==> config.mk <==
export PLATFORM = sky130hd
export DESIGN_NAME = pkt_mem_arbiter_flat
export DESIGN_NICKNAME = d
export VERILOG_FILES = /design/src/rtl/pkt_mem_arbiter_if.sv /design/src/rtl/pkt_mem_arbiter.sv /design/src/flat_wrapper.sv
export SDC_FILE = /design/constraint.sdc
export NUM_CORES = 1
export LEC_CHECK = 0
export BUFFER_PORTS_ARGS = -buffer_cell sky130_fd_sc_hd__buf_4
export CORE_AREA = 3 3 136 138
export DETAILED_ROUTE_END_ITERATION = 7
export DIE_AREA = 0 0 139 141
export SLEW_MARGIN = 20
export SYNTH_ARGS = -nofsm -noshare
export SYNTH_HDL_FRONTEND = slang
export SYNTH_SLANG_ARGS = --single-unit
export TNS_END_PERCENT = 100
==> constraint.sdc <==
create_clock -name clk -period 1.93 [get_ports clk]
set_input_delay 0.193 -clock clk [delete_from_list [all_inputs] [get_ports clk]]
set_output_delay 0.193 -clock clk [all_outputs]
set_load 0.03 [all_outputs]
==> src/rtl/pkt_mem_arbiter_if.sv <==
// Signal bundle between packet-buffer requesters, the arbiter and the memory.
// slave  : arbiter view (consumes requests, drives grants and the memory port)
// master : requester/memory view (drives requests and memory read data)
interface pkt_mem_arbiter_if #(
  parameter int NREQ   = 2,
  parameter int DWIDTH = 64,
  parameter int AWIDTH = 8
);
  // requester side
  logic [NREQ-1:0]        req;
  logic [NREQ-1:0]        we;
  logic [NREQ*AWIDTH-1:0] addr;
  logic [NREQ*DWIDTH-1:0] wdata;
  logic [NREQ-1:0]        gnt;
  logic [NREQ-1:0]        rvalid;
  logic [DWIDTH-1:0]      rdata;

  // memory side
  logic                   mem_en;
  logic                   mem_we;
  logic [AWIDTH-1:0]      mem_addr;
  logic [DWIDTH-1:0]      mem_wdata;
  logic [DWIDTH-1:0]      mem_rdata;

  modport slave (
    input  req, we, addr, wdata, mem_rdata,
    output gnt, rvalid, rdata, mem_en, mem_we, mem_addr, mem_wdata
  );

  modport master (
    output req, we, addr, wdata, mem_rdata,
    input  gnt, rvalid, rdata, mem_en, mem_we, mem_addr, mem_wdata
  );
endinterface

==> src/rtl/pkt_mem_arbiter.sv <==
// Single-port packet-buffer arbiter: one access per cycle, round-robin with a
// bounded burst lock, registered per-requester read-valid strobes.
module pkt_mem_arbiter #(
  parameter int NREQ      = 2,
  parameter int DWIDTH    = 64,
  parameter int AWIDTH    = 8,
  parameter int MAX_BURST = 4
) (
  input  logic              clk,
  input  logic              rst,   // async, active low
  pkt_mem_arbiter_if.slave  bus
);
  localparam int            OW       = (NREQ > 1) ? $clog2(NREQ) : 1;
  localparam int            BW       = (MAX_BURST > 1) ? $clog2(MAX_BURST) : 1;
  localparam logic [BW-1:0] BSAT     = BW'(MAX_BURST - 1);
  localparam logic [OW-1:0] OWN_RST  = OW'(NREQ - 1);
  localparam int            WAIT_MAX = (NREQ - 1) * MAX_BURST + 1;
  localparam int            WW       = $clog2(WAIT_MAX + 1) + 1;

  logic [OW-1:0]   owner_q, owner_d;
  logic [BW-1:0]   bcnt_q, bcnt_d;
  // Set from reset until the first grant. The reset owner has not really been
  // granted anything, so it gets no burst credit: any other requester beats it,
  // which is what gives requester 0 first priority after reset.
  logic            fresh_q, fresh_d;
  logic [NREQ-1:0] rvalid_q, rvalid_d;

  logic [NREQ-1:0] others;
  logic            keep;
  logic            hit;
  logic            grant;
  logic [OW-1:0]   gsel;
  logic [OW-1:0]   idx;

  // choose this cycle's winner: keep the owner inside its burst, else rotate
  always_comb begin
    others          = bus.req;
    others[owner_q] = 1'b0;
    keep            = bus.req[owner_q] &&
                      ((!fresh_q && (bcnt_q < BSAT)) || (others == '0));
    hit             = 1'b0;
    gsel            = owner_q;
    idx             = owner_q;
    if (keep) begin
      hit = 1'b1;
    end else begin
      for (int k = 1; k < NREQ; k++) begin
        idx = OW'((int'(owner_q) + k) % NREQ);
        if (!hit && bus.req[idx]) begin
          hit  = 1'b1;
          gsel = idx;
        end
      end
    end
  end

  assign grant = rst && hit;

  // drive grant and the memory port in the same cycle as the decision
  always_comb begin
    bus.gnt       = '0;
    bus.mem_en    = 1'b0;
    bus.mem_we    = 1'b0;
    bus.mem_addr  = '0;
    bus.mem_wdata = '0;
    if (grant) begin
      bus.gnt[gsel] = 1'b1;
      bus.mem_en    = 1'b1;
      bus.mem_we    = bus.we[gsel];
      bus.mem_addr  = bus.addr[int'(gsel)*AWIDTH +: AWIDTH];
      bus.mem_wdata = bus.wdata[int'(gsel)*DWIDTH +: DWIDTH];
    end
  end

  // next owner / burst count / read strobe; idle cycles leave state untouched
  always_comb begin
    owner_d  = owner_q;
    bcnt_d   = bcnt_q;
    fresh_d  = fresh_q;
    rvalid_d = '0;
    if (grant) begin
      owner_d = gsel;
      fresh_d = 1'b0;
      if (gsel == owner_q)
        bcnt_d = (fresh_q || (bcnt_q == BSAT)) ? BSAT : bcnt_q + 1'b1;
      else
        bcnt_d = '0;
      if (!bus.we[gsel])
        rvalid_d[gsel] = 1'b1;
    end
  end

  // state registers; reset drops any read strobe in flight
  always_ff @(posedge clk or negedge rst) begin
    if (!rst) begin
      owner_q  <= OWN_RST;
      bcnt_q   <= '0;
      fresh_q  <= 1'b1;
      rvalid_q <= '0;
    end else begin
      owner_q  <= owner_d;
      bcnt_q   <= bcnt_d;
      fresh_q  <= fresh_d;
      rvalid_q <= rvalid_d;
    end
  end

  assign bus.rvalid = rvalid_q;
  // memory read data arrives one cycle after the read grant, aligned with rvalid
  assign bus.rdata  = rst ? bus.mem_rdata : '0;

  logic [NREQ-1:0][WW-1:0] wait_q;

  // consecutive cycles each requester has asked without being granted
  always_ff @(posedge clk or negedge rst) begin
    if (!rst) begin
      wait_q <= '0;
    end else begin
      for (int i = 0; i < NREQ; i++)
        wait_q[i] <= (bus.req[i] && !bus.gnt[i]) ? wait_q[i] + 1'b1 : '0;
    end
  end

  // protocol invariants, sampled at the clock while out of reset
  always @(posedge clk) begin
    if (rst) begin
      a_gnt_onehot: assert ($onehot0(bus.gnt));
      a_gnt_in_req: assert ((bus.gnt & ~bus.req) == '0);
      a_rv_onehot:  assert ($onehot0(bus.rvalid));
      for (int i = 0; i < NREQ; i++)
        assert (wait_q[i] < WW'(WAIT_MAX));
    end
  end
endmodule

==> src/flat_wrapper.sv <==
// flat-port wrapper written by rule: the top's interface ports become plain ports
module pkt_mem_arbiter_flat 
#(
  parameter int NREQ      = 2,
  parameter int DWIDTH    = 64,
  parameter int AWIDTH    = 8,
  parameter int MAX_BURST = 4
)
  (clk, rst, bus_req, bus_we, bus_addr, bus_wdata, bus_mem_rdata, bus_gnt, bus_rvalid, bus_rdata, bus_mem_en, bus_mem_we, bus_mem_addr, bus_mem_wdata);
  pkt_mem_arbiter_if #(.NREQ(NREQ), .DWIDTH(DWIDTH), .AWIDTH(AWIDTH)) bus_i ();
  input  logic clk;
  input  logic rst;
  input wire logic [$bits(bus_i.req)-1:0] bus_req;
  input wire logic [$bits(bus_i.we)-1:0] bus_we;
  input wire logic [$bits(bus_i.addr)-1:0] bus_addr;
  input wire logic [$bits(bus_i.wdata)-1:0] bus_wdata;
  input wire logic [$bits(bus_i.mem_rdata)-1:0] bus_mem_rdata;
  output wire logic [$bits(bus_i.gnt)-1:0] bus_gnt;
  output wire logic [$bits(bus_i.rvalid)-1:0] bus_rvalid;
  output wire logic [$bits(bus_i.rdata)-1:0] bus_rdata;
  output wire logic [$bits(bus_i.mem_en)-1:0] bus_mem_en;
  output wire logic [$bits(bus_i.mem_we)-1:0] bus_mem_we;
  output wire logic [$bits(bus_i.mem_addr)-1:0] bus_mem_addr;
  output wire logic [$bits(bus_i.mem_wdata)-1:0] bus_mem_wdata;
  assign bus_i.req = bus_req;
  assign bus_i.we = bus_we;
  assign bus_i.addr = bus_addr;
  assign bus_i.wdata = bus_wdata;
  assign bus_i.mem_rdata = bus_mem_rdata;
  assign bus_gnt = bus_i.gnt;
  assign bus_rvalid = bus_i.rvalid;
  assign bus_rdata = bus_i.rdata;
  assign bus_mem_en = bus_i.mem_en;
  assign bus_mem_we = bus_i.mem_we;
  assign bus_mem_addr = bus_i.mem_addr;
  assign bus_mem_wdata = bus_i.mem_wdata;
  pkt_mem_arbiter #(.NREQ(NREQ), .DWIDTH(DWIDTH), .AWIDTH(AWIDTH), .MAX_BURST(MAX_BURST)) u_core (.clk(clk), .rst(rst), .bus(bus_i));
endmodule
==> impl_metrics.env <==
export IMPL_crit_type="flip-flop to output pin"
export IMPL_p_total_mw=2.781
export IMPL_final_cell_mix="293 x buf_4, 87 x buf_6, 65 x and2_1"
export IMPL_min_period_ns=2.274
export IMPL_seq_area_frac_synth_pct=9.675
export IMPL_path_cells="ha_4 -> buf_4 -> o21ai_4 -> a31oi_4 -> buf_6 -> buf_16 -> buf_6 -> a22o_2 -> buf_6"
export IMPL_setup_violations_final=75
export IMPL_rrSetupSlack_ns=0.21
export IMPL_nets=787
export IMPL_arrival_ns=2.08
export IMPL_syn_area_mm2=0.001578
export IMPL_row_count=48
export IMPL_path_max_fanout=6
export IMPL_grt_usage_pct=12.41
export IMPL_postSynthCellCount=198
export IMPL_root_buffer="clkbuf_16"
export IMPL_grt_start_max_net_pins=65
export IMPL_p_leak_nw=3.062
export IMPL_min_path_cells=3
export IMPL_cts_tree="yes"
export IMPL_vdd_drop_max_mv=0.2293
export IMPL_numPortBuffers=355
export IMPL_clock_skew_ns=0.004538
export IMPL_die_y_um=141
export IMPL_critPathCaptureType="output pin"
export IMPL_ys_top_cells_by_area="a22o_1 40%, and2_1 26%, dfrtp_1 6.3%"
export IMPL_antenna_found_initial=2
export IMPL_clock_sinks=6
export IMPL_numCtsBuffers=3
export IMPL_h_tree_depth=1
export IMPL_worstHoldPathType="primary input to flip-flop"
export IMPL_synth_top_area_share_pct=39.97
export IMPL_dp_hpwl_um=11530
export IMPL_area_growth_pct=269.5
export IMPL_startpoint_type="flip-flop"
export IMPL_ant_nets=0
export IMPL_cap_violations=0
export IMPL_layout_commonest_cell="buf_4"
export IMPL_vias=3146
export IMPL_gp_congestion=0.8119
export IMPL_reg2regPathDepth=6
export IMPL_layout_drive_gt1_share_pct=83.33
export IMPL_synth_cell_types=30
export IMPL_worst_path_most_repeated_cell="buf_6"
export IMPL_die_w_um=139
export IMPL_clk_insertion_delay_late_ns=0.23
export IMPL_critPathSlowestCell="dfrtp_1"
export IMPL_synth_seq_cells=6
export IMPL_maxSlewHeadroom_pct=71.86
export IMPL_worst_hold_slack_ns=0.3318
export IMPL_syn_nets=413
export IMPL_slew_viol_final=0
export IMPL_initial_core_util_pct=9.122
export IMPL_rsz0062_at_grt="true"
export IMPL_avgSynthCellArea_um2=7.969
export IMPL_ios=356
export IMPL_cp_required_ns=1.74
export IMPL_grt_overflow=0
export IMPL_fmax_mhz=439.7
export IMPL_p_per_area_mw_per_mm2=477.0
export IMPL_dieArea_mm2=0.01960
export IMPL_grt_pass1_vias=3404
export IMPL_synth_top_area_cell="a22o_1"
export IMPL_clk_pin_slew_ns=0.03
export IMPL_hold_viol_final=0
export IMPL_drtPass1Iterations=4
export IMPL_period_share_pct=117.8
export IMPL_clk_path_buf_depth=2
export IMPL_grt_pass1_wl_um=19290
export IMPL_drc=0
export IMPL_violations="negative setup slack"
export IMPL_wl_per_cell_um=17.42
export IMPL_antenna_cells=0
export IMPL_viasPerCell=3.957
export IMPL_drt_iter0_drc=82
export IMPL_fp_coreArea_mm2=0.01730
export IMPL_tightest_slew_ns=0.4221
export IMPL_status="finished with violations"
export IMPL_yosys_warnings=0
export IMPL_fin_ws_ns=-0.3441
export IMPL_critPathMaxStageDelay_ns=0.41
export IMPL_routed_wl_um=13850
## registers in the layout, summed over array words and instances, names as in the netlist
name,count
u_core.bcnt_q,2
u_core.bus.rvalid,2
u_core.fresh_q,1
u_core.owner_q,1
## what timing repair did
action / in CTS / in global routing
hold endpoints to repair: 6 / 0
pin swaps: 22 / 4
buffers inserted: 4 / 2
gates resized for setup: 111 / 11
setup endpoints to repair: 75 / 75
hold buffers: 1 / 0
gates cloned: 2 / 2
## synth_stat cells (all sizes together)
master and number:
o31a 1, o21a 1, nand3 1, and2 65, a22o 72, o21ai 4
o32ai 1, buf 15, a31oi 1, nor2 1, dfrtp 4, ha 1
nand2b 1, nor2b 1, o211ai 1, o211a 1, nand2 4, and4 1
inv 2, mux2 1, nor4b 3, clkbuf 9, a21o 1, nor3 2
nor3b 1, or3 1, dfstp 2
## logic make-up (layout without fill, tap and decap cells)
family / count (synthesis) / after routing / share of synthesized area, %
AOI/OAI and AO/OA: 83 / 83 / 45.76
DFF: 6 / 6 / 9.675
adders and majority gates: 1 / 1 / 0.7929
buffers and inverters: 26 / 398 / 10.15
muxes: 1 / 1 / 0.7137
and+or+nand+nor: 81 / 81 / 32.91
## worst max-delay path, delay by kind of cell, from the launching register on
kind,cells,cell delay (ns)
compound gates,3,0.56
fa+ha+maj,1,0.19
buf+inv,5,0.68
flops,1,0.41
## per-stage QoR
stage | area [µm²] | utilization (%) | instances | setup TNS (ns) | setup WS (ns)
after global routing | 5831 | 33.71 | 795 | -26.68 | -0.4012
after global placement | 5041 | 29.15 | 781 | -7.968 | -0.1348
after CTS | 5707 | 32.99 | 791 | -21.69 | -0.3320
after floorplan | 1976 | - | 198 | -0.9310 | -0.05706
final | 5831 | 33.71 | 795 | -22.45 | -0.3441
after detailed placement | 5041 | 29.15 | 781 | -10.03 | -0.1521
## routing by layer
| layer | vias to the layer above | wire [µm] | global-route usage [%] |
|---|---|---|---|
| li1 | 1498 | - | - |
| met1 | 1419 | 5077 | 14.22 |
| met2 | 215 | 7252 | 23.19 |
| met3 | 10 | 1390 | 3.867 |
| met4 | 4 | 102 | 1.699 |
| met5 | - | 23 | 0 |
## where the power goes
part | switching (mW) | internal [mW] | total, mW | leakage, nW
Combinational | 1.06 | 1.20 | 2.26 | 2.95
Clock | 0.0722 | 0.266 | 0.338 | 0.0370
Sequential | 0.0296 | 0.154 | 0.184 | 0.0732
Total | 1.16 | 1.62 | 2.78 | 3.06
## final cells by class
type	count	area (µm²)
multi-input combinational	166	1854
timing repair buffer	393	3460
inverter	2	7.507
tap	225	281.5
fill	1771	11470
clock buffer	3	75.07
sequential	6	152.6
## worst paths after layout
check                                                  to                          from
hold / removal               u_core.bcnt_q[0]$_DFFE_PN0P_                           rst
min in group asynchronous  u_core.bus.rvalid[1]$_DFF_PN0_                           rst
hold reg to reg              u_core.bcnt_q[1]$_DFFE_PN0P_  u_core.bcnt_q[1]$_DFFE_PN0P_
setup / recovery                         bus_mem_wdata[1]  u_core.bcnt_q[1]$_DFFE_PN0P_
max in group asynchronous      u_core.fresh_q$_DFFE_PN1P_                           rst
setup reg to reg           u_core.bus.rvalid[1]$_DFF_PN0_  u_core.bcnt_q[1]$_DFFE_PN0P_
(Power assumes the default switching activity.)
